--- config.mk ---
export PLATFORM = sky130hd
export DESIGN_NAME = sphere_scan_flat
export DESIGN_NICKNAME = d
export VERILOG_FILES = /design/src/rtl/render_pkg.sv /design/src/rtl/sphere_scan_if.sv /design/src/rtl/sphere_hit_test.sv /design/src/rtl/sphere_scan.sv /design/src/flat_wrapper.sv
export SDC_FILE = /design/constraint.sdc
export NUM_CORES = 1
export LEC_CHECK = 0
export ABC_AREA = 1
export CORE_UTILIZATION = 30
export CTS_BUF_LIST = sky130_fd_sc_hd__clkbuf_8
export CTS_CLUSTER_SIZE = 14
export DETAILED_ROUTE_END_ITERATION = 10
export GPL_ROUTABILITY_DRIVEN = 0
export PLACE_DENSITY_LB_ADDON = 0.12
export SETUP_SLACK_MARGIN = 0.5
export SLEW_MARGIN = 10
export SYNTH_ARGS = -nofsm -noshare
export SYNTH_HDL_FRONTEND = slang
export SYNTH_SLANG_ARGS = --single-unit
--- constraint.sdc ---
create_clock -name Clk -period 11.2 [get_ports Clk]
set_clock_uncertainty 0.1 [all_clocks]
set_input_delay 2.24 -clock Clk [delete_from_list [all_inputs] [get_ports Clk]]
set_output_delay 2.24 -clock Clk [all_outputs]
set_load 0.02 [all_outputs]
--- src/rtl/render_pkg.sv ---
// ----------------------------------------------------------------------------
// render_pkg
// Shared rendering types and constants used by the sphere scanner.
//   fixed_real : 32.32 signed fixed-point scalar
//   vector     : three fixed_real elements; [0]=x, [1]=depth, [2]=y
//   color      : 24-bit RGB
// Constants: N_SPHERES, SPHERE_RADIUS, BG_COLOR, DEPTH_FAR, scan FSM states.
// ----------------------------------------------------------------------------
package render_pkg;

    localparam int N_SPHERES     = 4;
    localparam int SPHERE_RADIUS = 240;
    localparam int RADIUS_SQ     = SPHERE_RADIUS * SPHERE_RADIUS;

    typedef logic signed [63:0] fixed_real;
    typedef fixed_real [2:0]    vector;
    typedef logic [23:0]        color;
    typedef logic [1:0]         sphere_idx_t;

    localparam color              BG_COLOR  = 24'h000000;
    localparam logic signed [31:0] DEPTH_FAR = 32'sh7FFF_FFFF;

    typedef enum logic [1:0] {
        ST_IDLE,
        ST_SCAN,
        ST_DRAIN,
        ST_DONE
    } scan_state_e;

    // Integer part of a 32.32 value.
    function automatic logic signed [31:0] int_part(input fixed_real v);
        return v[63:32];
    endfunction

    // Magnitude of a 33-bit signed value; -2^32 maps to 2^32, which still
    // fits as an unsigned 33-bit number.
    function automatic logic [32:0] abs33(input logic signed [32:0] v);
        return v[32] ? 33'(-v) : 33'(v);
    endfunction

endpackage

--- src/rtl/sphere_scan_if.sv ---
// ----------------------------------------------------------------------------
// sphere_scan_if
// Bundles the scanner's request/result handshake and the sphere register
// bank read port.
//   master : requester + sphere bank side (drives Start, pixel, sphere data)
//   slave  : the scanner (drives Read_index, Busy, Done and the results)
// ----------------------------------------------------------------------------
interface sphere_scan_if;
    import render_pkg::*;

    // Request
    logic                    Start;
    logic signed [31:0]      Pixel_x;
    logic signed [31:0]      Pixel_y;

    // Sphere register bank read port
    sphere_idx_t             Read_index;
    vector                   Sphere_pos;
    sphere_idx_t             curr_index;
    color [N_SPHERES-1:0]    Sphere_col;

    // Status and result
    logic                    Busy;
    logic                    Done;
    logic                    Hit;
    sphere_idx_t             Hit_index;
    color                    Hit_col;
    logic signed [31:0]      Hit_depth;

    modport master (
        output Start, Pixel_x, Pixel_y, Sphere_pos, curr_index, Sphere_col,
        input  Read_index, Busy, Done, Hit, Hit_index, Hit_col, Hit_depth
    );

    modport slave (
        input  Start, Pixel_x, Pixel_y, Sphere_pos, curr_index, Sphere_col,
        output Read_index, Busy, Done, Hit, Hit_index, Hit_col, Hit_depth
    );

endinterface

--- src/rtl/sphere_hit_test.sv ---
// ----------------------------------------------------------------------------
// sphere_hit_test
// Combinational disk test of a pixel offset against SPHERE_RADIUS.
//   dx_i, dy_i : 33-bit signed offsets sphere - pixel
//   pass_o     : |dx|<=R, |dy|<=R and dx^2+dy^2 <= R^2
// ----------------------------------------------------------------------------
module sphere_hit_test
    import render_pkg::*;
(
    input  logic signed [32:0] dx_i,
    input  logic signed [32:0] dy_i,
    output logic               pass_o
);

    logic [32:0] mag_x;
    logic [32:0] mag_y;
    logic        in_box;
    logic [8:0]  mx;
    logic [8:0]  my;
    logic [17:0] sq_x;
    logic [17:0] sq_y;
    logic [18:0] sum_sq;

    // NOTE: every always_comb output is assigned on every path (here
    // unconditionally) so no latch is inferred.
    always_comb begin
        mag_x  = abs33(dx_i);
        mag_y  = abs33(dy_i);
        in_box = (mag_x <= 33'(SPHERE_RADIUS)) && (mag_y <= 33'(SPHERE_RADIUS));
        // The box check bounds both magnitudes to 240, so 9-bit squares are
        // enough; out-of-box offsets are zeroed so the multipliers stay narrow.
        mx     = in_box ? mag_x[8:0] : 9'd0;
        my     = in_box ? mag_y[8:0] : 9'd0;
        sq_x   = 18'(mx) * 18'(mx);
        sq_y   = 18'(my) * 18'(my);
        sum_sq = 19'(sq_x) + 19'(sq_y);
        pass_o = in_box && (sum_sq <= 19'(RADIUS_SQ));
    end

endmodule

--- src/rtl/sphere_scan.sv ---
// ----------------------------------------------------------------------------
// sphere_scan
// Scans all spheres of the register bank for one latched pixel and reports
// the nearest sphere whose disk covers that pixel.
//   Clk, Reset : clock, asynchronous active-high reset
//   bus        : sphere_scan_if.slave
//                Start/Pixel_x/Pixel_y in, Busy/Done/Hit* out,
//                Read_index out to the bank, Sphere_pos/curr_index/Sphere_col in
// Timeline for a Start accepted at edge N: indices 0..3 issued after N..N+3,
// bank data valid one cycle later, stage 1 one cycle after that, best updated
// at N+3..N+6, Done in the cycle after N+7.
// ----------------------------------------------------------------------------
module sphere_scan
    import render_pkg::*;
(
    input  logic         Clk,
    input  logic         Reset,
    sphere_scan_if.slave bus
);

    scan_state_e        state_q, state_d;
    sphere_idx_t        scan_cnt_q;
    logic signed [31:0] px_q, py_q;

    // Bank data qualifier and stage-1 pipeline
    logic               pos_valid_q;
    logic               s1_valid_q;
    logic signed [32:0] s1_dx_q, s1_dy_q;
    logic signed [31:0] s1_depth_q;
    sphere_idx_t        s1_tag_q;
    logic               last_q;

    // Running best
    logic               best_valid_q;
    sphere_idx_t        best_idx_q;
    logic signed [31:0] best_depth_q;

    // Registered results
    logic               hit_q;
    sphere_idx_t        hit_index_q;
    color               hit_col_q;
    logic signed [31:0] hit_depth_q;

    // Control strobes from the output process
    logic               accept;
    logic               load_result;

    logic               pass;
    logic               better;
    logic signed [31:0] pos_x, pos_y, pos_depth;

    // Fractional parts of the bank positions do not take part in the test.
    logic               unused_frac_bits;
    assign unused_frac_bits = ^{bus.Sphere_pos[0][31:0],
                                bus.Sphere_pos[1][31:0],
                                bus.Sphere_pos[2][31:0]};

    // ---------------- FSM: state register ----------------
    // NOTE: clocked state uses non-blocking assignments so every flop samples
    // pre-edge values regardless of process ordering.
    always_ff @(posedge Clk or posedge Reset) begin
        if (Reset) state_q <= ST_IDLE;
        else       state_q <= state_d;
    end

    // ---------------- FSM: next state ----------------
    always_comb begin
        state_d = state_q;
        case (state_q)
            ST_IDLE:  if (bus.Start)                             state_d = ST_SCAN;
            ST_SCAN:  if (scan_cnt_q == sphere_idx_t'(N_SPHERES-1)) state_d = ST_DRAIN;
            ST_DRAIN: if (last_q)                                state_d = ST_DONE;
            ST_DONE:                                             state_d = ST_IDLE;
            default:                                             state_d = ST_IDLE;
        endcase
    end

    // ---------------- FSM: outputs ----------------
    always_comb begin
        bus.Busy       = (state_q != ST_IDLE);
        bus.Done       = (state_q == ST_DONE);
        bus.Read_index = (state_q == ST_SCAN) ? scan_cnt_q : '0;
        accept         = (state_q == ST_IDLE) && bus.Start;
        // last_q means stage 2 has consumed the final tag, so best is final.
        load_result    = (state_q == ST_DRAIN) && last_q;
    end

    // ---------------- Datapath ----------------
    always_comb begin
        pos_x     = int_part(bus.Sphere_pos[0]);
        pos_depth = int_part(bus.Sphere_pos[1]);
        pos_y     = int_part(bus.Sphere_pos[2]);
    end

    sphere_hit_test u_hit_test (
        .dx_i   (s1_dx_q),
        .dy_i   (s1_dy_q),
        .pass_o (pass)
    );

    // Strictly nearer wins; on equal depth the lower index is kept.
    always_comb begin
        better = !best_valid_q
              || (s1_depth_q < best_depth_q)
              || ((s1_depth_q == best_depth_q) && (s1_tag_q < best_idx_q));
    end

    always_ff @(posedge Clk or posedge Reset) begin
        if (Reset) begin
            scan_cnt_q   <= '0;
            px_q         <= '0;
            py_q         <= '0;
            pos_valid_q  <= 1'b0;
            s1_valid_q   <= 1'b0;
            s1_dx_q      <= '0;
            s1_dy_q      <= '0;
            s1_depth_q   <= '0;
            s1_tag_q     <= '0;
            last_q       <= 1'b0;
            best_valid_q <= 1'b0;
            best_idx_q   <= '0;
            best_depth_q <= DEPTH_FAR;
            hit_q        <= 1'b0;
            hit_index_q  <= '0;
            hit_col_q    <= '0;
            hit_depth_q  <= '0;
        end else begin
            // Issue counter and pixel latch
            if (accept) begin
                scan_cnt_q <= '0;
                px_q       <= bus.Pixel_x;
                py_q       <= bus.Pixel_y;
            end else if (state_q == ST_SCAN) begin
                scan_cnt_q <= scan_cnt_q + 1'b1;
            end

            // The bank answers one cycle after the index is issued.
            pos_valid_q <= (state_q == ST_SCAN);

            // Stage 1: offsets widened to 33 bits so they cannot overflow;
            // the tag comes from the bank, not from the issue counter.
            s1_valid_q <= pos_valid_q;
            if (pos_valid_q) begin
                s1_dx_q    <= {pos_x[31], pos_x} - {px_q[31], px_q};
                s1_dy_q    <= {pos_y[31], pos_y} - {py_q[31], py_q};
                s1_depth_q <= pos_depth;
                s1_tag_q   <= bus.curr_index;
            end

            // Stage 2: best tracking
            if (accept) begin
                best_valid_q <= 1'b0;
                best_idx_q   <= '0;
                best_depth_q <= DEPTH_FAR;
                last_q       <= 1'b0;
            end else if (s1_valid_q) begin
                if (pass && better) begin
                    best_valid_q <= 1'b1;
                    best_idx_q   <= s1_tag_q;
                    best_depth_q <= s1_depth_q;
                end
                if (s1_tag_q == sphere_idx_t'(N_SPHERES-1)) last_q <= 1'b1;
            end

            // Results, captured on the edge that opens the Done cycle and
            // held until the next one.
            if (load_result) begin
                hit_q       <= best_valid_q;
                hit_index_q <= best_valid_q ? best_idx_q : '0;
                hit_col_q   <= best_valid_q ? bus.Sphere_col[best_idx_q] : BG_COLOR;
                hit_depth_q <= best_valid_q ? best_depth_q : DEPTH_FAR;
            end
        end
    end

    assign bus.Hit       = hit_q;
    assign bus.Hit_index = hit_index_q;
    assign bus.Hit_col   = hit_col_q;
    assign bus.Hit_depth = hit_depth_q;

endmodule

--- src/flat_wrapper.sv ---
// flat-port wrapper written by rule: the top's interface ports become plain ports
module sphere_scan_flat import render_pkg::*;
  (Clk, Reset, bus_Start, bus_Pixel_x, bus_Pixel_y, bus_Sphere_pos, bus_curr_index, bus_Sphere_col, bus_Read_index, bus_Busy, bus_Done, bus_Hit, bus_Hit_index, bus_Hit_col, bus_Hit_depth);
  sphere_scan_if bus_i ();
  input  logic Clk;
  input  logic Reset;
  input wire logic [$bits(bus_i.Start)-1:0] bus_Start;
  input wire logic [$bits(bus_i.Pixel_x)-1:0] bus_Pixel_x;
  input wire logic [$bits(bus_i.Pixel_y)-1:0] bus_Pixel_y;
  input wire logic [$bits(bus_i.Sphere_pos)-1:0] bus_Sphere_pos;
  input wire logic [$bits(bus_i.curr_index)-1:0] bus_curr_index;
  input wire logic [$bits(bus_i.Sphere_col)-1:0] bus_Sphere_col;
  output wire logic [$bits(bus_i.Read_index)-1:0] bus_Read_index;
  output wire logic [$bits(bus_i.Busy)-1:0] bus_Busy;
  output wire logic [$bits(bus_i.Done)-1:0] bus_Done;
  output wire logic [$bits(bus_i.Hit)-1:0] bus_Hit;
  output wire logic [$bits(bus_i.Hit_index)-1:0] bus_Hit_index;
  output wire logic [$bits(bus_i.Hit_col)-1:0] bus_Hit_col;
  output wire logic [$bits(bus_i.Hit_depth)-1:0] bus_Hit_depth;
  assign bus_i.Start = bus_Start;
  assign bus_i.Pixel_x = bus_Pixel_x;
  assign bus_i.Pixel_y = bus_Pixel_y;
  assign bus_i.Sphere_pos = bus_Sphere_pos;
  assign bus_i.curr_index = bus_curr_index;
  assign bus_i.Sphere_col = bus_Sphere_col;
  assign bus_Read_index = bus_i.Read_index;
  assign bus_Busy = bus_i.Busy;
  assign bus_Done = bus_i.Done;
  assign bus_Hit = bus_i.Hit;
  assign bus_Hit_index = bus_i.Hit_index;
  assign bus_Hit_col = bus_i.Hit_col;
  assign bus_Hit_depth = bus_i.Hit_depth;
  sphere_scan u_core (.Clk(Clk), .Reset(Reset), .bus(bus_i));
endmodule
## Word level (Yosys, flattened, before mapping)

Index checks and enable logic that the tools add are counted.

| word-level totals | value |
|---|---|
| input bits | 357 |
| word-level logic and storage cells | 87 |
| bits in registers | 265 |

| cells by class | value |
|---|---|
| equal/unequal tests | 9 |
| magnitude comparators | 6 |
| reduce and logical (&&, ||, !) cells | 18 |
| add/sub/neg operators | 6 |
| $mul | 2 |
| mux-type cells | 28 |

Operator list:

| kind | count |
|---|---|
| $mux 32 | 4 |
| $le 33x8->1 const B | 2 |
| $mux 33 | 2 |
| $neg 33->33 | 2 |
| $sub 32x32->33 | 2 |
| $bmux 24 s2 | 1 |
| $mux 24 | 2 |
| $mul 9x9->18 | 2 |
| $eq 32x32->1 | 1 |
| $lt 32x32->1 | 1 |
| $mux 2 | 10 |
| $add 18x18->19 | 1 |
| $le 19x16->1 const B | 1 |
| $mux 9 | 2 |
| $reduce_bool 2->1 | 5 |
| $eq 2x2->1 const B | 4 |
| $pmux 2 s4 | 1 |
| $logic_and 1x1->1 | 6 |
| $mux 1 | 6 |
| $ne 2x1->1 const B | 2 |
| $reduce_and 2->1 | 2 |
| $lt 2x3->1 const B | 1 |
| $reduce_and 3->1 | 1 |
| $add 2x1->2 const B | 1 |
| 6 further kinds | 7 |

## Logic depth before layout (Yosys ltp)

| logic depth | value |
|---|---|
| depth in word-level cells | 13 |
| gate-level depth with buffers | 51 |
| depth with buffers taken out | 49 |

## Hierarchy

From an unflattened synthesis, not the netlist that was laid out.

| unflattened totals | value |
|---|---|
| cell total of the unflattened synthesis | 3140 |
| area total of the unflattened synthesis | 22353.9 µm² |

By module, submodules not included:

| module | cells an instance | sequential area each (µm²) | instances | area an instance (µm²) |
|---|---|---|---|---|
| sphere_scan | 2071 | 6670.1 | 1 | 15632.5 |
| sphere_hit_test | 1069 | 0.0 | 1 | 6721.4 |

## Least setup slack after synthesis

Ideal clock, no wire load.

| timing | value |
|---|---|
| kind | reg2reg |
| start | register u_core.s1_dx_q[0] |
| end | register u_core.best_idx_q[0] |
| clock period less this slack | 7.679 ns |
| setup time | 0.119 ns |
| path slack | 3.521 ns |
| arrival | 7.460 ns |
| stages on the path, launching flop included | 43 |
| path through | dfrtp_1 > inv_2 > ha_1 > nand3_1 > inv_1 > nand2_1 > nor2_2 > nand3_1 > nand2_1 > nand2_1 > a21oi_1 > nand2_1 > nor2_1 > nand3_1 > nand2_2 > nand2_4 > buf_6 > nor2_4 > [7 not listed] > inv_1 > fa_1 > fa_1 > fa_1 > inv_1 > ha_1 > a21oi_1 > nand2_1 > nand3_1 > nand4_1 > xor2_1 > nor2_1 > nand3_1 > nor2_1 > nand4_4 > clkbuf_1 > nand3_1 > nand2_1 |

| on the way | value |
|---|---|
| longest elaborated chain between the ends | 12 |

RTL lines:

| element | line | text |
|---|---|---|
| start, declared | sphere_scan.sv:28 | `logic signed [32:0] s1_dx_q, s1_dy_q;` |
| start signal, assigned | sphere_scan.sv:144 | `s1_dx_q <= {pos_x[31], pos_x} - {px_q[31], px_q};` |
| $neg 33->33 | render_pkg.sv:38 | `return v[32] ? 33'(-v) : 33'(v);` |
| $mux 33 * | render_pkg.sv:38 |  |
| $le 33x8->1 | sphere_hit_test.sv:29 | `in_box = (mag_x <= 33'(SPHERE_RADIUS)) && (mag_y <= 33'(SPHERE_RADIUS));` |
| $logic_and 1x1->1 | sphere_hit_test.sv:29 |  |
| $mux 9 (on tied branches) | sphere_hit_test.sv:32, sphere_hit_test.sv:33 |  |
| $mul 9x9->18 (on tied branches) | sphere_hit_test.sv:34, sphere_hit_test.sv:35 |  |
| $add 18x18->19 | sphere_hit_test.sv:36 | `sum_sq = 19'(sq_x) + 19'(sq_y);` |
| $le 19x16->1 | sphere_hit_test.sv:37 | `pass_o = in_box && (sum_sq <= 19'(RADIUS_SQ));` |
| $logic_and 1x1->1 * | sphere_hit_test.sv:37 |  |
| $logic_and 1x1->1 * | sphere_scan.sv:157 | `if (pass && better) begin` |
| $reduce_bool 2->1 (no source line) * | - |  |
| $reduce_and 2->1 (no source line) * | - |  |
| end signal, assigned | sphere_scan.sv:159 | `best_idx_q <= s1_tag_q;` |
| end, declared | sphere_scan.sv:35 | `sphere_idx_t best_idx_q;` |

Mark *: on every way between the ends. The rest lies on a longest branch, timed or not.
A chain may end at the register's enable or synchronous reset.

## Worst setup path after layout

| timing | value |
|---|---|
| start | register u_core.s1_dx_q[0] |
| end | register u_core.best_depth_q[19] |

| on the way | value |
|---|---|
| longest elaborated chain between the ends | 12 |

RTL lines:

| element | line | text |
|---|---|---|
| $neg 33->33 | render_pkg.sv:38 |  |
| $mux 33 * | render_pkg.sv:38 |  |
| $le 33x8->1 | sphere_hit_test.sv:29 |  |
| $logic_and 1x1->1 | sphere_hit_test.sv:29 |  |
| $mux 9 (on tied branches) | sphere_hit_test.sv:32, sphere_hit_test.sv:33 |  |
| $mul 9x9->18 (on tied branches) | sphere_hit_test.sv:34, sphere_hit_test.sv:35 |  |
| $add 18x18->19 | sphere_hit_test.sv:36 |  |
| $le 19x16->1 | sphere_hit_test.sv:37 |  |
| $logic_and 1x1->1 * | sphere_hit_test.sv:37 |  |
| $logic_and 1x1->1 * | sphere_scan.sv:157 |  |
| $reduce_bool 2->1 (no source line) * | - |  |
| $reduce_and 2->1 (no source line) * | - |  |
| end signal, assigned | sphere_scan.sv:160 | `best_depth_q <= s1_depth_q;` |
| end, declared | sphere_scan.sv:36 | `logic signed [31:0] best_depth_q;` |

Marked as above.

==> impl_metrics.tcl <==
set metrics [dict create \
    vdd_ir_drop_max_mv 0.101 \
    slowest_delay_ns 0.56 \
    synthXorXnorAreaFrac 0.0216 \
    r2r_setup_slack_ns 1.41 \
    synth_fa_ha_area_frac 0.183 \
    antenna_left 0 \
    avgRoutedWirePerCell_um 15.8 \
    setup.worst_path.class "flop to flop" \
    ctsHoldBuffers 0 \
    whs_path_depth 2 \
    required_ns 11.67 \
    ys_types 54 \
    synth-seq-cells 265 \
    powerDensity_nw_per_um2 229 \
    die_h_um 274 \
    worstSetupEndpointType "flop" \
    synthCells 3049 \
    tritoncts "yes" \
    overflow 0 \
    hold-path-endpoint "u_core.bus.Hit" \
    p_sw_frac 0.476 \
    grt_max_degree 149 \
    grt_pass1_vias 20300 \
    cts_resized 0 \
    rsz0062_at_grt "no" \
    fmax_mhz 102 \
    first_pass_iters 5 \
    cp-start-kind "flop" \
    cts_buffers 55 \
    fp.dieW_um 274 \
    drt-initial-drc-count 914 \
    r2r-start "u_core.s1_dx_q[0]" \
    root_buffer "clkbuf_8" \
    ios 420 \
    io_buffers 323 \
    synthMuxAreaShare 0 \
    syn_area_um2 22100 \
    grt_pass1_wl_um 111000 \
    drcViolationCount 0 \
    layout.nets 4002 \
    finalHoldViolCount 0 \
    slew_headroom 0.382 \
    cp_slowest_cell "fa_1" \
    pwr-share-clk 0.176 \
    die_area_um2 74900 \
    status "finished, final reports clean" \
    place_area_um2 26500 \
    synth_edf_count 0 \
    p_leak_uw 0.0133 \
    syn_area_per_cell_um2 7.26 \
    async_reset_ff_frac 1.00 \
    synth_top_cell_area_share 0.264 \
    critPathMaxFanout 36 \
    r2r_end "u_core.best_depth_q[19]" \
    arrival_ns 10.26 \
    clk_path_buf_depth 3 \
    nFillCells 7736 \
    worstMarginPinSlew_ns 0.926 \
    hpwl_um 53700 \
    setup_tns_ns 0 \
    ys_seq_area_frac 0.301 \
    period_needed_ns 9.79 \
    p_switching_uw 3020 \
    grt_antenna_before_repair 2 \
    final_area_um2 27700 \
    power.share.sequential 0.269 \
    synth_area_leaders "dfrtp_1 26%, nand2_1 12%, fa_1 9.2%, ha_1 9.0%, inv_1 7.8%" \
    maxCapViolations 0 \
    synthToLayoutAreaGrowth_pct 25.0 \
    clock_latency_ns 0.65 \
    cp_common_cell "nand2_1" \
    setup_viol 0 \
    path_clk_slew_ns 0.06 \
    period_share 0.874 \
    p_int_uw 3330 \
    synthSimpleGateAreaFrac 0.257 \
    hold_path.startpoint "u_core.bus.Hit" \
    p_comb_frac 0.555 \
    post-cts-setup-buffers 0 \
    synth_ff_type "dfrtp_1" \
    start_util 0.303 \
    rows 99 \
    synth_top_family_by_area "simple AND/OR/NAND/NOR gates" \
    drive_gt1_frac 0.0674 \
    r2r.worst_path.cells 46 \
    core_um2 73000 \
    vias_per_cell 4.58 \
    hold_class "flop to flop" \
    synth_compound_area_frac 0.138 \
    cts.sinks 265 \
    synth-warning-count 0 \
    wirelength_um 69200 \
    drv_slew 0 \
    track_usage 0.187 \
    yosysTopAreaCell "dfrtp_1" \
    htreeDepth 2 \
    vias 20100 \
]
## cell usage after synthesis, drive strengths merged (5+ instances only)
| cell | n |
|---|---|
| o22ai | 31 |
| fa | 102 |
| nand3b | 15 |
| ha | 160 |
| a21oi | 174 |
| clkbuf | 73 |
| a31oi | 17 |
| xor2 | 36 |
| xnor2 | 17 |
| dfrtp | 234 |
| nand2 | 716 |
| a22o | 24 |
| o21a | 5 |
| nor3 | 17 |
| dfstp | 31 |
| nand4 | 24 |
| or2 | 28 |
| a21o | 5 |
| nor2 | 354 |
| buf | 15 |
| o211ai | 8 |
| inv | 487 |
| nand3 | 169 |
| o21ai | 276 |
| nor4 | 6 |
## metrics by stage
stage | total power, uW | setup WS (ns) | utilization | hold WS (ns) | instances
after floorplan | 4210 | 1.61 | - | 0.348 | 3072
after global placement | 5260 | 1.36 | 0.363 | 0.364 | 4285
after detailed placement | 5270 | 1.34 | 0.363 | 0.371 | 4285
after CTS | 6440 | 1.28 | 0.379 | 0.386 | 4384
after global routing | 7030 | 0.568 | 0.379 | 0.393 | 4386
final | 6350 | 1.41 | 0.379 | 0.380 | 4386
## power groups by stage
stage          sequential, uW  clock (uW)  combinational (uW)
6_report                 1700        1120                3530
5_1_grt                  1760        1200                4070
4_1_cts                  1710        1160                3570
3_5_place_dp             1720           0                3550
3_3_place_gp             1710           0                3540
2_1_floorplan            1680           0                2530
## registers in the layout (all words and copies together) (netlist names)
register and count:
u_core.best_idx_q 2, u_core.bus.Hit_depth 32, u_core.bus.Hit 1, u_core.s1_valid_q 1
u_core.state_q 2, u_core.px_q 32, u_core.bus.Hit_col 24, u_core.s1_depth_q 32
u_core.s1_dy_q 33, u_core.scan_cnt_q 2, u_core.s1_dx_q 33, u_core.s1_tag_q 2
u_core.last_q 1, u_core.best_valid_q 1, u_core.pos_valid_q 1, u_core.best_depth_q 32
u_core.py_q 32, u_core.bus.Hit_index 2
## worst max-delay path by stage
stage | startpoint | to | slack [ns] | depth (start not counted)
2_1_floorplan | Reset | u_core.best_depth_q[31] | 1.61 | 1
3_3_place_gp | u_core.s1_dx_q[0] | u_core.best_depth_q[15] | 1.36 | 46
3_5_place_dp | u_core.s1_dx_q[0] | u_core.best_depth_q[9] | 1.34 | 46
4_1_cts | u_core.s1_dx_q[0] | u_core.best_depth_q[19] | 1.28 | 46
5_1_grt | u_core.s1_dx_q[0] | u_core.best_depth_q[30] | 0.57 | 46
6_report | u_core.s1_dx_q[0] | u_core.best_depth_q[19] | 1.41 | 46
## cells by family (layout without fill, tap and decap cells)
group / Yosys count / in the layout
fa+ha+maj: 262 / 262
flops: 265 / 265
other cells: 2 / 27
buf+inv: 576 / 929
simple gates: 1333 / 1333
xor+xnor: 53 / 53
compound gates: 558 / 558
## worst max-delay path: cells and delay by family (launching register included)
kind / cells / cell delay [ns]
AOI/OAI and AO/OA: 3 / 0.54
adders and majority gates: 8 / 3.76
buffers and inverters: 10 / 1.66
DFF: 1 / 0.50
and+or+nand+nor: 25 / 3.15
## cell type report
cell class                      instances  area [um^2]  area share
Antenna cell                            2         5.00    0.000181
Clock buffer                           73         1000      0.0363
Clock inverter                         26          191     0.00692
Inverter                              488         1840      0.0666
Multi-Input combinational cell       2231        13400       0.483
Sequential cell                       265         6670       0.241
Tap cell                              959         1200      0.0434
Timing Repair Buffer                  342         3390       0.122
## routing by layer
metal  track usage  up-vias  wire [um]
met1         0.256     9223      33200
met4        0.0541        0       1760
met5             0        -          0
met3        0.0258      106       2500
li1              -    10400          -
met2         0.305      338      31800
## cell usage in the layout, fill, tap and decap left out, drive strengths merged, types with 15 or more instances in the layout
cell type        n
xor2            36
xnor2           17
ha             160
inv            507
nor3            17
a22o            24
o22ai           31
nand2          716
clkbuf          73
conb            25
o21ai          276
or2             28
nand3          169
fa             102
dfstp           31
buf             19
clkdlybuf4s50  323
a21oi          174
a31oi           17
nand4           24
dfrtp          234
nand3b          15
nor2           354
Note: power is estimated with default switching activity, not from simulation.
